===== src/rtl/coin_credit_unit_pkg.sv =====
// coin_credit_unit_pkg: shared state enum, credit type, default coin/price tables and lowest-index select
package coin_credit_unit_pkg;
  localparam int DEF_CREDIT_W = 8;
  typedef logic [DEF_CREDIT_W-1:0] credit_t;
  typedef enum logic [1:0] {IDLE, CREDIT, REFUND} state_t;
  localparam logic [2*DEF_CREDIT_W-1:0] DEF_COIN_VALUES = {8'd20, 8'd2};
  localparam logic [2*DEF_CREDIT_W-1:0] DEF_PRICES = {8'd10, 8'd5};
  function automatic logic [31:0] first_one(input logic [31:0] v);
    return v & (~v + 32'd1);
  endfunction
endpackage


===== src/rtl/coin_credit_unit_if.sv =====
// coin_credit_unit_if: selection-side bus; master drives accept_en/coin_in/buy_req/cancel, slave drives credit, session and vend/refund results
interface coin_credit_unit_if #(
  parameter int NUM_COINS = 2,
  parameter int NUM_GOODS = 2,
  parameter int CREDIT_W = 8
);
  logic accept_en;
  logic [NUM_COINS-1:0] coin_in;
  logic [NUM_GOODS-1:0] buy_req;
  logic cancel;
  logic [CREDIT_W-1:0] credit;
  logic session_active;
  logic [NUM_COINS-1:0] coin_reject;
  logic [NUM_GOODS-1:0] vend_ack;
  logic [NUM_GOODS-1:0] vend_nack;
  logic change_valid;
  logic [CREDIT_W-1:0] change_value;
  modport master (
    output accept_en, coin_in, buy_req, cancel,
    input credit, session_active, coin_reject, vend_ack, vend_nack, change_valid, change_value
  );
  modport slave (
    input accept_en, coin_in, buy_req, cancel,
    output credit, session_active, coin_reject, vend_ack, vend_nack, change_valid, change_value
  );
endinterface


===== src/rtl/coin_credit_unit_edge_det_vec.sv =====
// edge_det_vec: registered history, rise = d & ~prev; ports clk, rst (async active-low), d, rise
module edge_det_vec #(
  parameter int W = 1
) (
  input  logic         clk,
  input  logic         rst,
  input  logic [W-1:0] d,
  output logic [W-1:0] rise
);
  logic [W-1:0] prev;
  always_ff @(posedge clk or negedge rst)
    if (!rst) prev <= '0;
    else prev <= d;
  assign rise = d & ~prev;
endmodule


===== src/rtl/coin_credit_unit.sv =====
// coin_credit_unit: saturating coin credit with vend/reject and cancel/timeout refund; ports clk, rst (async active-low), bus (slave); CHANGE_DISPENSE_EN selects serial change dispense
module coin_credit_unit
  import coin_credit_unit_pkg::*;
#(
  parameter int NUM_COINS = 2,
  parameter int NUM_GOODS = 2,
  parameter int CREDIT_W = DEF_CREDIT_W,
  parameter int MAX_CREDIT = 30,
  parameter logic [NUM_COINS*CREDIT_W-1:0] COIN_VALUES = DEF_COIN_VALUES,
  parameter logic [NUM_GOODS*CREDIT_W-1:0] PRICES = DEF_PRICES,
  parameter int TIMEOUT_CYC = 0
) (
  input logic clk,
  input logic rst,
  coin_credit_unit_if.slave bus
);
  localparam int TW = TIMEOUT_CYC > 0 ? $clog2(TIMEOUT_CYC + 1) : 1;
  state_t state, state_n;
  logic [CREDIT_W-1:0] credit, credit_n, cab, price, value, chg_val, chg_val_n;
  logic [CREDIT_W:0] sum;
  logic [NUM_COINS-1:0] coin_ev, coin_sel, coin_rej, coin_rej_n;
  logic [NUM_GOODS-1:0] buy_ev, buy_sel, ack, ack_n, nack, nack_n;
  logic cancel_ev, to_refund, refund_done, buy_ok, coin_ok, chg_v, chg_v_n;
  logic [TW-1:0] tmr, tmr_n;
  edge_det_vec #(.W(NUM_COINS)) u_coin (.clk(clk), .rst(rst), .d(bus.coin_in), .rise(coin_ev));
  edge_det_vec #(.W(NUM_GOODS)) u_buy (.clk(clk), .rst(rst), .d(bus.buy_req), .rise(buy_ev));
  edge_det_vec #(.W(1)) u_cancel (.clk(clk), .rst(rst), .d(bus.cancel), .rise(cancel_ev));
  always_ff @(posedge clk or negedge rst)
    if (!rst) begin
      state <= IDLE;
      credit <= '0;
      tmr <= '0;
      coin_rej <= '0;
      ack <= '0;
      nack <= '0;
      chg_v <= 1'b0;
      chg_val <= '0;
    end else begin
      state <= state_n;
      credit <= credit_n;
      tmr <= tmr_n;
      coin_rej <= coin_rej_n;
      ack <= ack_n;
      nack <= nack_n;
      chg_v <= chg_v_n;
      chg_val <= chg_val_n;
    end
`ifdef CHANGE_DISPENSE_EN
  // chg_val doubles as the remaining-units counter while dispensing
  assign refund_done = chg_val <= CREDIT_W'(1);
`else
  assign refund_done = 1'b1;
`endif
  always_comb
    state_n = to_refund ? REFUND :
              state == REFUND ? (refund_done ? IDLE : REFUND) :
              (credit_n == '0 ? IDLE : CREDIT);
  always_comb begin
    price = '0;
    value = '0;
    buy_sel = NUM_GOODS'(first_one(32'(buy_ev)));
    coin_sel = NUM_COINS'(first_one(32'(coin_ev)));
    for (int i = 0; i < NUM_GOODS; i++) if (buy_sel[i]) price = PRICES[i*CREDIT_W +: CREDIT_W];
    for (int i = 0; i < NUM_COINS; i++) if (coin_sel[i]) value = COIN_VALUES[i*CREDIT_W +: CREDIT_W];
    // a cancel or timeout only acts in CREDIT and then blocks every buy/coin of that cycle
    to_refund = state == CREDIT && (cancel_ev || (TIMEOUT_CYC != 0 && tmr == TW'(TIMEOUT_CYC)));
    buy_ok = |buy_ev && !to_refund && bus.accept_en && state == CREDIT && credit >= price;
    cab = buy_ok ? credit - price : credit;
    sum = {1'b0, cab} + {1'b0, value};
    coin_ok = |coin_ev && !to_refund && bus.accept_en && state != REFUND && sum <= (CREDIT_W+1)'(MAX_CREDIT);
    credit_n = to_refund ? '0 : coin_ok ? sum[CREDIT_W-1:0] : cab;
    ack_n = buy_ok ? buy_sel : '0;
    nack_n = buy_ev & ~ack_n;
    coin_rej_n = coin_ev & ~(coin_ok ? coin_sel : '0);
    tmr_n = (|coin_ev || |buy_ev || cancel_ev || state_n != state || state != CREDIT) ? '0 : tmr + TW'(1);
`ifdef CHANGE_DISPENSE_EN
    chg_v_n = state == REFUND;
    chg_val_n = to_refund ? credit : state == REFUND ? chg_val - CREDIT_W'(1) : '0;
`else
    chg_v_n = to_refund;
    chg_val_n = to_refund ? credit : '0;
`endif
  end
  assign bus.credit = credit;
  assign bus.session_active = state == CREDIT && bus.accept_en;
  assign bus.coin_reject = coin_rej;
  assign bus.vend_ack = ack;
  assign bus.vend_nack = nack;
  assign bus.change_valid = chg_v;
  assign bus.change_value = chg_val;
endmodule


===== src/flat_wrapper.sv =====
// flat-port wrapper written by rule: the top's interface ports become plain ports
module coin_credit_unit_flat import coin_credit_unit_pkg::*;
#(
  parameter int NUM_COINS = 2,
  parameter int NUM_GOODS = 2,
  parameter int CREDIT_W = DEF_CREDIT_W,
  parameter int MAX_CREDIT = 30,
  parameter logic [NUM_COINS*CREDIT_W-1:0] COIN_VALUES = DEF_COIN_VALUES,
  parameter logic [NUM_GOODS*CREDIT_W-1:0] PRICES = DEF_PRICES,
  parameter int TIMEOUT_CYC = 0
)
  (clk, rst, bus_accept_en, bus_coin_in, bus_buy_req, bus_cancel, bus_credit, bus_session_active, bus_coin_reject, bus_vend_ack, bus_vend_nack, bus_change_valid, bus_change_value);
  coin_credit_unit_if #(.NUM_COINS(NUM_COINS), .NUM_GOODS(NUM_GOODS), .CREDIT_W(CREDIT_W)) bus_i ();
  input logic clk;
  input logic rst;
  input wire logic [$bits(bus_i.accept_en)-1:0] bus_accept_en;
  input wire logic [$bits(bus_i.coin_in)-1:0] bus_coin_in;
  input wire logic [$bits(bus_i.buy_req)-1:0] bus_buy_req;
  input wire logic [$bits(bus_i.cancel)-1:0] bus_cancel;
  output wire logic [$bits(bus_i.credit)-1:0] bus_credit;
  output wire logic [$bits(bus_i.session_active)-1:0] bus_session_active;
  output wire logic [$bits(bus_i.coin_reject)-1:0] bus_coin_reject;
  output wire logic [$bits(bus_i.vend_ack)-1:0] bus_vend_ack;
  output wire logic [$bits(bus_i.vend_nack)-1:0] bus_vend_nack;
  output wire logic [$bits(bus_i.change_valid)-1:0] bus_change_valid;
  output wire logic [$bits(bus_i.change_value)-1:0] bus_change_value;
  assign bus_i.accept_en = bus_accept_en;
  assign bus_i.coin_in = bus_coin_in;
  assign bus_i.buy_req = bus_buy_req;
  assign bus_i.cancel = bus_cancel;
  assign bus_credit = bus_i.credit;
  assign bus_session_active = bus_i.session_active;
  assign bus_coin_reject = bus_i.coin_reject;
  assign bus_vend_ack = bus_i.vend_ack;
  assign bus_vend_nack = bus_i.vend_nack;
  assign bus_change_valid = bus_i.change_valid;
  assign bus_change_value = bus_i.change_value;
  coin_credit_unit #(.NUM_COINS(NUM_COINS), .NUM_GOODS(NUM_GOODS), .CREDIT_W(CREDIT_W), .MAX_CREDIT(MAX_CREDIT), .COIN_VALUES(COIN_VALUES), .PRICES(PRICES), .TIMEOUT_CYC(TIMEOUT_CYC)) u_core (.clk(clk), .rst(rst), .bus(bus_i));
endmodule

===== config.mk =====
export PLATFORM = sky130hd
export DESIGN_NAME = coin_credit_unit_flat
export DESIGN_NICKNAME = d
export VERILOG_FILES = /design/src/rtl/coin_credit_unit_pkg.sv /design/src/rtl/coin_credit_unit_if.sv /design/src/rtl/coin_credit_unit_edge_det_vec.sv /design/src/rtl/coin_credit_unit.sv /design/src/flat_wrapper.sv
export SDC_FILE = /design/constraint.sdc
export NUM_CORES = 1
export LEC_CHECK = 0
export CAP_MARGIN = 20
export CORE_ASPECT_RATIO = 0.7
export CORE_MARGIN = 1.5
export CORE_UTILIZATION = 45
export DETAILED_ROUTE_END_ITERATION = 8
export GPL_TIMING_DRIVEN = 1
export PLACE_DENSITY = 0.76
export SLEW_MARGIN = 0
export SYNTH_ARGS = -nofsm -noshare
export SYNTH_HDL_FRONTEND = slang
export SYNTH_HIERARCHICAL = 1
export SYNTH_SLANG_ARGS = --single-unit

===== constraint.sdc =====
create_clock -name clk -period 5.32 [get_ports clk]
set_input_delay 1.064 -clock clk [delete_from_list [all_inputs] [get_ports clk]]
set_output_delay 1.064 -clock clk [all_outputs]
set_load 0.05 [all_outputs]

=== Yosys cells after proc, flatten, opt, wreduce, memory -nomap -nowiden ===
Index checks and enable logic that the tools add are counted.
W data, S select, Z words.

* $add $sub $neg: 4
* Order comparisons: 2
* Equality and inequality tests: 3
* Mux-type cells: 13
* Bitwise logic cells: 14
* Reduce and logical (&&, ||, !) cells: 14

{| class="wikitable"
|+ Operator list
! kind !! count
|-
| $mux W8 || 6
|-
| $and A2 B2 Y2 || 6
|-
| $not A2 Y2 || 6
|-
| $logic_and A1 B1 Y1 || 10
|-
| $mux W2 || 5
|-
| $add A8 B8 Y9 || 1
|-
| $le A9 B5 Y1 const B || 1
|-
| $ge A8 B8 Y1 || 1
|-
| $logic_not A8 Y1 || 1
|-
| $sub A8 B8 Y8 || 1
|-
| $add A2 B1 Y2 const B || 2
|-
| $reduce_or A2 Y1 || 2
|-
| $mux W3 || 1
|-
| $eq A2 B1 Y1 const B || 1
|-
| $eq A2 B2 Y1 const B || 1
|-
| $ne A2 B2 Y1 const B || 1
|-
| $and A1 B1 Y1 || 1
|-
| $logic_not A1 Y1 || 1
|-
| $mux W1 || 1
|-
| $not A1 Y1 || 1
|}

* Bits in registers: 30
* Input port bits: 8
* Output and inout port bits: 24
* Word-level logic and storage cells: 60

=== Longest topological paths before layout ===
Gate-level depths: netlist of the first run.

* Depth after elaboration: 19
* Gate-level depth with buffers: 22
* Depth with buffers taken out: 19

=== Modules after synthesis ===
Netlist of the first run, hierarchy kept.

{| class="wikitable"
|+ By module, submodules not included
! module !! times used !! cells each !! area an instance (um2) !! seq. area each (um2)
|-
| coin_credit_unit || 1 || 178 || 1650.3 || 600.6
|-
| edge_det_vec at u_core.u_buy ... || 2 || 4 || 77.6 || 50.0
|-
| edge_det_vec at u_core.u_cancel || 1 || 2 || 38.8 || 25.0
|}

=== Worst setup path before layout of the first run ===
OpenSTA, ideal clock, no wires.

* Kind: input-to-reg
* From: input port bus_buy_req[0]
* To: register u_core.state[0]
* Setup time: 0.082 ns
* Data arrival time: 5.008 ns
* Data required time: 5.238 ns
* Path slack: 0.230 ns
* Stages: 21
* Buffers on the path: 2
* Cells stage by stage: nor2b_4 -> inv_1 -> nand2_1 -> fa_1 -> a21o_1 -> a2111oi_4 -> or2b_1 -> buf_6 -> or3_1 -> xor2_1 -> inv_1 -> ha_1 -> and2_1 -> buf_1 -> nand3_1 -> a31oi_1 -> o221ai_1 -> and4b_1 -> o21ai_2 -> a22o_1 -> a31oi_1

* Cells in the longest elaborated chain, start to end: 18
* Elaborated cells between the ends (all ways): 23
* Those cells by class: 3 x add/sub; 2 x order compare; 8 x mux; 3 x bitwise; 7 x reduce/logical

{| class="wikitable"
|+ Ends and longest elaborated chain
! what !! RTL line !! RTL
|-
| start: declaration || flat_wrapper.sv:18 || <nowiki>input wire logic [$bits(bus_i.buy_req)-1:0] bus_buy_req;</nowiki>
|-
| $and A2 B2 Y2 (*) || coin_credit_unit_edge_det_vec.sv:14 || <nowiki>assign rise = d & ~prev;</nowiki>
|-
| $not A2 Y2 || coin_credit_unit_pkg.sv:9 || <nowiki>return v & (~v + 32'd1);</nowiki>
|-
| $add A2 B1 Y2 || coin_credit_unit_pkg.sv:9 ||
|-
| $and A2 B2 Y2 || coin_credit_unit_pkg.sv:9 ||
|-
| $mux W3 || coin_credit_unit.sv:63 || <nowiki>for (int i = 0; i < NUM_GOODS; i++) if (buy_sel[i]) price = PRICES[i*CREDIT_W +: CREDIT_W];</nowiki>
|-
| $mux W8 || coin_credit_unit.sv:63 ||
|-
| $ge A8 B8 Y1 || coin_credit_unit.sv:67 || <nowiki>buy_ok = |buy_ev && !to_refund && bus.accept_en && state == CREDIT && credit >= price;</nowiki>
|-
| $logic_and A1 B1 Y1 || coin_credit_unit.sv:67 ||
|-
| [... 2 more ...] || n/a ||
|-
| $le A9 B5 Y1 || coin_credit_unit.sv:70 || <nowiki>coin_ok = |coin_ev && !to_refund && bus.accept_en && state != REFUND && sum <= (CREDIT_W+1)'(MAX_CREDIT);</nowiki>
|-
| $logic_and A1 B1 Y1 || coin_credit_unit.sv:70 ||
|-
| $mux W8 (*) (2 in series) || coin_credit_unit.sv:71 || <nowiki>credit_n = to_refund ? '0 : coin_ok ? sum[CREDIT_W-1:0] : cab;</nowiki>
|-
| $logic_not A8 Y1 (*) || coin_credit_unit.sv:57 || <nowiki>(credit_n == '0 ? IDLE : CREDIT);</nowiki>
|-
| $mux W1 (*) || coin_credit_unit.sv:57 ||
|-
| $mux W2 (*) || coin_credit_unit.sv:56 || <nowiki>state == REFUND ? (refund_done ? IDLE : REFUND) :</nowiki>
|-
| $mux W2 (*) || coin_credit_unit.sv:55 || <nowiki>state_n = to_refund ? REFUND :</nowiki>
|-
| named net u_core.state_n[0] || coin_credit_unit.sv:18 || <nowiki>state_t state, state_n;</nowiki>
|-
| end signal: assignment || coin_credit_unit.sv:39 || <nowiki>state <= state_n;</nowiki>
|-
| end: declaration || coin_credit_unit.sv:18 ||
|}

Mark *: on every way through the listed nets, which the timed path passes. The rest lies on a longest branch.

=== Final worst setup path of the first run ===
* From: input port bus_buy_req[0]
* To: register u_core.state[0]

* Cells in the longest elaborated chain, start to end: 18
* Elaborated cells between the ends (all ways): 23
* Those cells by class: 3 x add/sub; 2 x order compare; 8 x mux; 3 x bitwise; 7 x reduce/logical

{| class="wikitable"
|+ Ends and longest elaborated chain
! what !! RTL line !! RTL
|-
| $and A2 B2 Y2 (*) || coin_credit_unit_edge_det_vec.sv:14 ||
|-
| named net u_core.buy_ev[0] || coin_credit_unit.sv:22 || <nowiki>logic [NUM_GOODS-1:0] buy_ev, buy_sel, ack, ack_n, nack, nack_n;</nowiki>
|-
| $not A2 Y2 || coin_credit_unit_pkg.sv:9 ||
|-
| $add A2 B1 Y2 || coin_credit_unit_pkg.sv:9 ||
|-
| $and A2 B2 Y2 || coin_credit_unit_pkg.sv:9 ||
|-
| $mux W3 || coin_credit_unit.sv:63 ||
|-
| $mux W8 || coin_credit_unit.sv:63 ||
|-
| $ge A8 B8 Y1 || coin_credit_unit.sv:67 ||
|-
| [... 3 more ...] || n/a ||
|-
| $le A9 B5 Y1 || coin_credit_unit.sv:70 ||
|-
| $logic_and A1 B1 Y1 || coin_credit_unit.sv:70 ||
|-
| $mux W8 (*) (2 in series) || coin_credit_unit.sv:71 ||
|-
| $logic_not A8 Y1 (*) || coin_credit_unit.sv:57 ||
|-
| $mux W1 (*) || coin_credit_unit.sv:57 ||
|-
| $mux W2 (*) || coin_credit_unit.sv:56 ||
|-
| $mux W2 (*) || coin_credit_unit.sv:55 ||
|-
| named net u_core.state_n[0] || coin_credit_unit.sv:18 ||
|}

Marks and branches as above.

==> run summary, run 1 <==
The run finished with clean final reports. The maximum number of pins on one net before global-route repair is 30. The iteration-0 DRC count of the detailed router is 98. In this run, placement finished with an instance count of just under 300.

The overflow left after global routing is 0. The final weighted congestion of routability-driven global placement is around 0.96. Yosys printed 6 warnings. The clock sink count is 29. CTS placed an instance of clkbuf_8 at the clock tree root. The switching share of power came out at between 40% and 50%. The first-pass GRT wire length is about 7.3 mm. The worst hold-check path type is flop to flop.

The top cell types in the final layout, fill and taps aside, are clkdlybuf4s50_1 (31), buf_4 (30), dfrtp_1 (29). The share of total power in the clock network came out at 13.7%. The required time at the worst-slack endpoint is between 5000 and 6000 ps.

Synthesis handed over a netlist of 188 instances. The leakage component of the power is 1.15 nW. The endpoint arrival time on the critical path is approximately 5300 ps.

The maximum operating frequency came out at slightly below 0.2 GHz. For the pin with the worst max-slew slack, the measured transition is ~700 ps. The fraction of layout instances using a drive strength above 1 came out at roughly a quarter. The CTS buffer count is 5. The number of max-cap violations came out at 0. The net count reported at finish is between 200 and 300. The final critical path takes up a little over nine tenths of the cycle. The total of buffers placed on input and output ports came out at 31.

The antenna diode count is 0. The worst vdd rail ir drop is between 0.0002 and 0.0003 V. After detailed placement, the total cell area comes to approximately 0.0024 sq mm. The horizontal extent of the die came out at approximately 80 um. After clock tree synthesis, the clock-pin slew on the worst setup and hold paths is ~60 ps.

The half-perimeter wire length of the detailed placement result is 3.40 mm. The number of buffers between clock root and the deepest sink is 2. The via count of the first global-routing pass came out at approximately 1.5k.

The number of iterations in the first detailed-routing pass is 5. Sequential cells account for between 20% and 30% of the total power. In the post-synthesis netlist, the biggest area contributors are dfrtp_1 (39%), ha_1 (4.7%), nor2_1 (4.3%), and2_1 (3.7%), nor2b_4 (3.7%). Internal power comes to approximately 0.67 mW. The row count is 19. The fraction of post-synthesis cell area in the top cell type by area is between 30% and 40%. The ratio of routed vias to standard cells is about 5.6. The net switching power figure came out at 0.585 mW. The floorplan step defined a core boundary enclosing slightly below 0.004 sq mm. TritonCTS built the clock tree. Measured against its own limit, the worst slew margin works out to a little over half.

The library cell used most frequently in the layout, excluding fill and tap cells, is clkdlybuf4s50_1. On the worst path, the slowest cell contributes a delay of roughly 480 ps. The number of buffers and inverters on the critical path is 2. In this run the number of H-tree levels came out at 2. The share of the yosys chip area belonging to registers came out at about two fifths. The number of remaining DRC errors came out at 0. The portion of total power attributed to combinational logic is 61.6%.

The count of endpoints failing setup in the final report came out at 0. The number of flops mapped to enable cells by yosys is 0. The wire length after detailed routing is 4.71 mm. The final worst slack is approximately 200 ps. The initial antenna violation count is 0. The total vias in the final route came out at 1693.

For this run, the leading register cell type out of synthesis is dfrtp_1. The finished cells cover 0.00256 sq mm. STA classifies the critical path endpoint as a flop. The die is approximately 57 um tall. Buffers inserted to repair hold after CTS numbered 0. The worst setup slack after placement is -300 ps. Global routing consumed, over all layers together, between 20% and 30% of the routing resources. The number of ports placed on the die boundary came out at 32.

The clock insertion delay at the later pin of the skew report is roughly 280 ps. Power spread over the standard cell area amounts to between 400 and 500 mW/mm^2. The number of nets in the synthesized netlist is ~200.

The worst hold slack across all endpoints is between 500 and 600 ps. The worst setup path is launched from an input port. The final critical path time including I/O delays and setup is 5120 ps.

In the final routed layout, each cell accounts on average for 15.7 um. Walking the worst path, the cells encountered are clkdlybuf4s50_1 -> nor2b_4 -> ha_2 -> inv_1 -> fa_1 -> a21o_1 -> a2111oi_4 -> or2b_4 -> nand2_1 -> nand2_1 -> ha_2 -> fa_2 -> and2_2 -> nand3_1 -> a31oi_1 -> o221ai_1 -> and4b_2 -> o21ai_4 -> a22o_1 -> a31oi_1. The number of max-slew violations in the final report came out at 0. The final instance count without filler cells is 300. The starting density of the core is a little under half.

The distinct cell type count of the synthesized netlist came out at 52. The die covers between 0.004 and 0.005 sq mm. The dominant delay contributor by cell family on the critical path is compound AO/OA/AOI/OAI gates.

The area growth from synthesis to final layout is 38.9%. The critical path is of the input port to flop type. The synthesized area divided by synthesized cell count is 9.81 sq um.

The cell with the largest stage delay on the worst path is clkdlybuf4s50_1. The number of routed nets with antenna violations is 0. Counting flops with an async set or reset pin after synthesis yields a share of between 90% and 100%. The largest fanout of any net on the critical path came out at 6. The final-report hold violation count came out at 0.

The biggest area contributor in the post-synthesis netlist is dfrtp_1. The register-to-register setup slack is ~1100 ps. Adding up every negative setup slack in the final design gives 0 ps.

The mapped netlist covers 0.00184 sq mm. The synthesized design contains 29 register bits. On the final layout, the worst clock skew is approximately 3.3 ps.
## flip-flops by register name, indices dropped and copies added (netlist names)
register                 count
u_core/bus.change_valid      1
u_core/bus.change_value      8
u_core/bus.coin_reject       2
u_core/bus.credit            8
u_core/bus.vend_ack          2
u_core/bus.vend_nack         2
u_core/state                 1
u_core/u_buy/prev            2
u_core/u_cancel/prev         1
u_core/u_coin/prev           2
## path summary, 6_finish.rpt
check                                       from                   endpoint  cells past startpoint
hold / removal             u_core/u_coin/prev[1]  u_core/bus.coin_reject[1]                      2
setup / recovery                  bus_buy_req[0]            u_core/state[0]                     20
hold reg to reg            u_core/u_coin/prev[1]  u_core/bus.coin_reject[1]                      2
min in group asynchronous                    rst       u_core/u_cancel/prev                      2
max in group asynchronous                    rst       u_core/bus.credit[7]                      2
setup reg to reg            u_core/u_buy/prev[0]            u_core/state[0]                     19
## stage by stage
step                      utilization (%)  total power [mW]
after floorplan                         -             0.777
after global placement               60.4              1.01
after detailed placement             60.4              1.02
after CTS                            62.8              1.20
after global routing                 65.3              1.33
final                                65.3              1.26
## cells in the mapped netlist (5+ instances only)
library cell,number
nor2b_4,5
a21oi_1,8
clkbuf_1,5
and2_1,11
inv_1,9
nor2b_1,5
o21ai_0,5
dfrtp_1,29
nor2_1,21
ha_1,7
nand2_1,8
## power by group through the flow
stage / combinational, mW / sequential (mW) / clock [mW]
final: 0.774 / 0.311 / 0.172
after global routing: 0.823 / 0.319 / 0.191
after CTS: 0.711 / 0.309 / 0.178
after detailed placement: 0.704 / 0.312 / 0
after floorplan: 0.376 / 0.402 / 0
after global placement: 0.701 / 0.311 / 0
## per-layer routing
metal  global-route usage [%]  share of wire [%]
met1                     32.7                 43
met3                     6.50                 11
met5                        0                  0
met4                     3.76                  0
met2                     30.3                 45
## area by class of cell
type	count	area [sq um]
Fill cell	293	1360
Multi-Input combinational cell	141	1110
Sequential cell	29	726
Timing Repair Buffer	61	536
Clock buffer	5	68.8
Tap cell	52	65.1
Inverter	9	33.8
Clock inverter	3	17.5
## repair_timing
item | 4_1_cts | 5_1_grt
cloned | 0 | 0
setup endpoints to repair | 1 | 7
buffers inserted | 0 | 3
gates resized for setup | 2 | 15
pin swaps | 0 | 4
## cells by family (layout without fill, tap and decap cells)
kind of cell               Yosys count  after routing  share of synthesized area [%]
adders and majority gates            9              9                           6.92
muxes                                3              3                           1.70
buffers and inverters               18             78                           4.68
xor gates and xnor gates             5              5                           2.37
DFF                                 29             29                           39.3
AOI/OAI and AO/OA                   50             50                           21.0
and+or+nand+nor                     74             74                           24.0
## tightest hold or removal path, delay by kind of cell (launching register included)
family | cells | cell delay [ps]
DFF | 1 | 370
AOI/OAI and AO/OA | 1 | 90
and+or+nand+nor | 1 | 50
No activity file was read; power rests on OpenSTA's default activity.
==> inputs of run 2 (changes only) <==
CELL_PAD_IN_SITES_DETAIL_PLACEMENT = 1   (was not set)
CELL_PAD_IN_SITES_GLOBAL_PLACEMENT = 2   (was not set)
CORE_UTILIZATION = 33   (was 45)
HOLD_SLACK_MARGIN = 0.08   (was not set)
PLACE_DENSITY = 0.86   (was 0.76)
==> run summary, run 2 (same netlist as run 1, synthesis figures left out) <==
The number of iterations in the first detailed-routing pass came out at 4 (was 5). The worst vdd rail ir drop came out at 0.000151 V (was 0.000253 V). The area growth from synthesis to final layout was 42.8% (was 38.9%). The row count was 22 (was 19). The area used by multi-input combinational logic is 0.00110 sq mm (was 0.00111 sq mm). The total vias in the final route was 1656 (was 1693). The overflow left after global routing is 0 (unchanged). The clock insertion delay at the later pin of the skew report is 280 ps (about the same). The number of max-slew violations in the final report is 0 (unchanged). The fraction of layout instances using a drive strength above 1 came out at 28.2% (was 26.6%). The required time at the worst-slack endpoint came out at 5530 ps (was 5520 ps). The nature of the critical path endpoint is a flop (unchanged). The leakage component of the power came out at 1.20 nW (was 1.15 nW).

The final-report hold violation count came out at 0 (unchanged). The area taken by flip-flops and latches came out at 726 sq um (unchanged). The final design area excluding fillers came to 0.00263 sq mm (was 0.00256 sq mm).

The filler cell count in the final layout came out at 596 (was 293). The total of buffers placed on input and output ports is 31 (unchanged). The total of hold buffers inserted after clock tree synthesis is 0 (unchanged).

The starting density of the core came to 34.7% (was 47.0%). The global-route usage over all layers is 19.5% (was 21.5%). The via count of the first global-routing pass came out at 1691 (was 1518). The clock tree from TritonCTS is done (unchanged). The critical path launch point type is an input port (unchanged). The startpoint of the lowest-slack hold path is u_core/bus.credit[0] (was u_core/u_coin/prev[1]). The startpoint-to-endpoint class of the critical path was input port to flop (unchanged). The clock sink count is 29 (unchanged). The area of the placeable core came out at 0.00531 sq mm (was 0.00392 sq mm). The total power of the final layout came out at 1.34 mW (was 1.26 mW). The maximum level of the CTS H-tree came out at 2 (unchanged). The antenna diode count came out at 0 (unchanged). The number of ports placed on the die boundary was 32 (unchanged). The detailed-route wire length per cell came out at 17.0 um (was 15.7 um). The clock root buffer is clkbuf_8 (unchanged). The destination of the worst register-to-register timing path is u_core/state[0] (unchanged). The total power density per cell area came out at 510 mW/mm^2 (was 491 mW/mm^2).

The wire length after detailed routing is 5.50 mm (was 4.71 mm). The initial antenna violation count was 0 (unchanged). The net count reported at finish came out at 268 (was 264). The clock skew was 6.66 ps (was 3.32 ps). The largest stage delay on the critical path is 480 ps (about the same).

Ordered list of cells on the worst path: clkdlybuf4s50_1 -> nor2b_4 -> inv_1 -> buf_4 -> ha_1 -> a41o_1 -> a2111oi_4 -> or2b_4 -> or3_4 -> xor2_2 -> inv_1 -> ha_1 -> nand2b_1 -> a2111o_1 -> a31oi_1 -> o221ai_1 -> and4b_2 -> o21ai_2 -> a22o_1 -> a31oi_1 (was clkdlybuf4s50_1 -> nor2b_4 -> ha_2 -> inv_1 -> fa_1 -> a21o_1 -> a2111oi_4 -> or2b_4 -> nand2_1 -> nand2_1 -> ha_2 -> fa_2 -> and2_2 -> nand3_1 -> a31oi_1 -> o221ai_1 -> and4b_2 -> o21ai_4 -> a22o_1 -> a31oi_1). Run status: finished clean (unchanged). The maximum operating frequency is 0.195 GHz (about the same). The period utilization came out at 96.3% (about the same).

The number of remaining DRC errors is 0 (unchanged). The number of buffers between clock root and the deepest sink is 2 (unchanged). The ratio of routed vias to standard cells was 5.11 (was 5.64).

The terminating pin of the worst hold path is u_core/bus.change_value[0] (was u_core/bus.coin_reject[1]). The iteration-0 DRC count of the detailed router came out at 81 (was 98). The register-to-register setup slack came to 1100 ps (about the same).

The first-pass GRT wire length came out at 9.05 mm (was 7.29 mm). The number of routed nets with antenna violations came to 0 (unchanged). The worst hold-check path type was flop to flop (unchanged). The final critical path time including I/O delays and setup came out at 5120 ps (about the same). Commonest cells after routing, fill and taps aside: buf_4 (34), clkdlybuf4s50_1 (31), dfrtp_1 (29) (was clkdlybuf4s50_1 (31), buf_4 (30), dfrtp_1 (29)). The cell area reported after detailed placement came to 0.00242 sq mm (was 0.00237 sq mm).

The number of cells traversed by the worst hold path was 1 (was 2). The most common cell after layout, fill and taps aside is buf_4 (was clkdlybuf4s50_1). The die height is 65.5 um (was 56.6 um).

The CTS buffer count is 5 (unchanged). The horizontal extent of the die is 92.4 um (was 79.5 um). The measured slew at the worst slew-check pin was 765 ps (was 719 ps). The worst reg2reg path depth came to 19 (unchanged).

The die footprint is 0.00605 sq mm (was 0.00450 sq mm). The relative slew slack is 49.0% (was 52.1%). The final weighted congestion of routability-driven global placement is 0.820 (was 0.956). The cell with the largest stage delay on the worst path is clkdlybuf4s50_1 (unchanged). The count of endpoints failing setup in the final report came to 0 (unchanged).

The beginning of the worst register-to-register path is u_core/u_buy/prev[0] (unchanged). The clock transition at the register clock pins on the worst setup and hold paths after CTS came out at 70 ps (was 60 ps). The largest fanout of any net on the critical path was 5 (was 6). The maximum number of pins on one net before global-route repair came to 30 (unchanged). The number of max-cap violations came out at 0 (unchanged). The half-perimeter wire length of the detailed placement result is 4.10 mm (was 3.40 mm). The endpoint arrival time on the critical path came to 5330 ps (was 5320 ps).
run 2: cell types whose count changed in the layout (fill, tap and decap cells not counted), sizes merged:
| cell | before | now |
|---|---|---|
| clkinvlp | 1 | 0 |
| buf | 30 | 34 |
| clkinv | 2 | 0 |
| bufinv | 0 | 1 |
| clkbuf | 5 | 7 |
run 2: what timing repair did:
action / 4_1_cts / 5_1_grt
resized for setup: 2 / 18
pin swaps: 0 / 5
setup endpoints to repair: 1 / 7
buffers inserted: 1 / 3
run 2: critical path, delay by kind of cell:
kind,cells,cell delay [ps]
compound gates,8,1520
simple gates,5,1300
fa+ha+maj,2,490
xor+xnor,1,180
buf+inv,4,770
run 2: cell type report:
type,count,share of cell area (%)
Clock buffer,7,3.28
Clock inverter,1,1.14
Inverter,9,1.28
Tap cell,72,3.42
Multi-Input combinational cell,141,41.9
Timing Repair Buffer,65,21.5
Sequential cell,29,27.6
run 2: worst max path at each step:
stage / startpoint / to
final: bus_buy_req[0] / u_core/state[0]
after global routing: bus_buy_req[0] / u_core/bus.credit[4]
after CTS: bus_buy_req[0] / u_core/bus.credit[2]
after detailed placement: bus_buy_req[0] / u_core/state[0]
after global placement: bus_buy_req[0] / u_core/bus.credit[2]
after floorplan: bus_buy_req[0] / u_core/state[0]
run 2: per-stage QoR:
step / setup TNS, ps / utilization [%] / cells / worst slack [ps] / hold slack, ps
6_report: 0 / 49.6 / 324 / 196 / 554
5_1_grt: -4.14 / 49.6 / 324 / -4.14 / 590
4_1_cts: 0 / 48.0 / 321 / 5.47 / 557
3_5_place_dp: -1500 / 45.5 / 312 / -279 / 542
3_3_place_gp: -496 / 45.5 / 312 / -130 / 532
2_1_floorplan: 0 / - / 188 / 230 / 522
run 2: power breakdown:
part / switching [mW] / internal, mW / total, mW
Clock: 0.0856 / 0.152 / 0.238
Combinational: 0.462 / 0.330 / 0.792
Sequential: 0.0545 / 0.257 / 0.312
Total: 0.602 / 0.740 / 1.34
run 2: routing by layer:
metal,global-route usage (%),share of wire (%)
met1,27.8,52
met2,29.5,44
met3,3.47,3.2
met5,0,0
met4,7.12,0.58
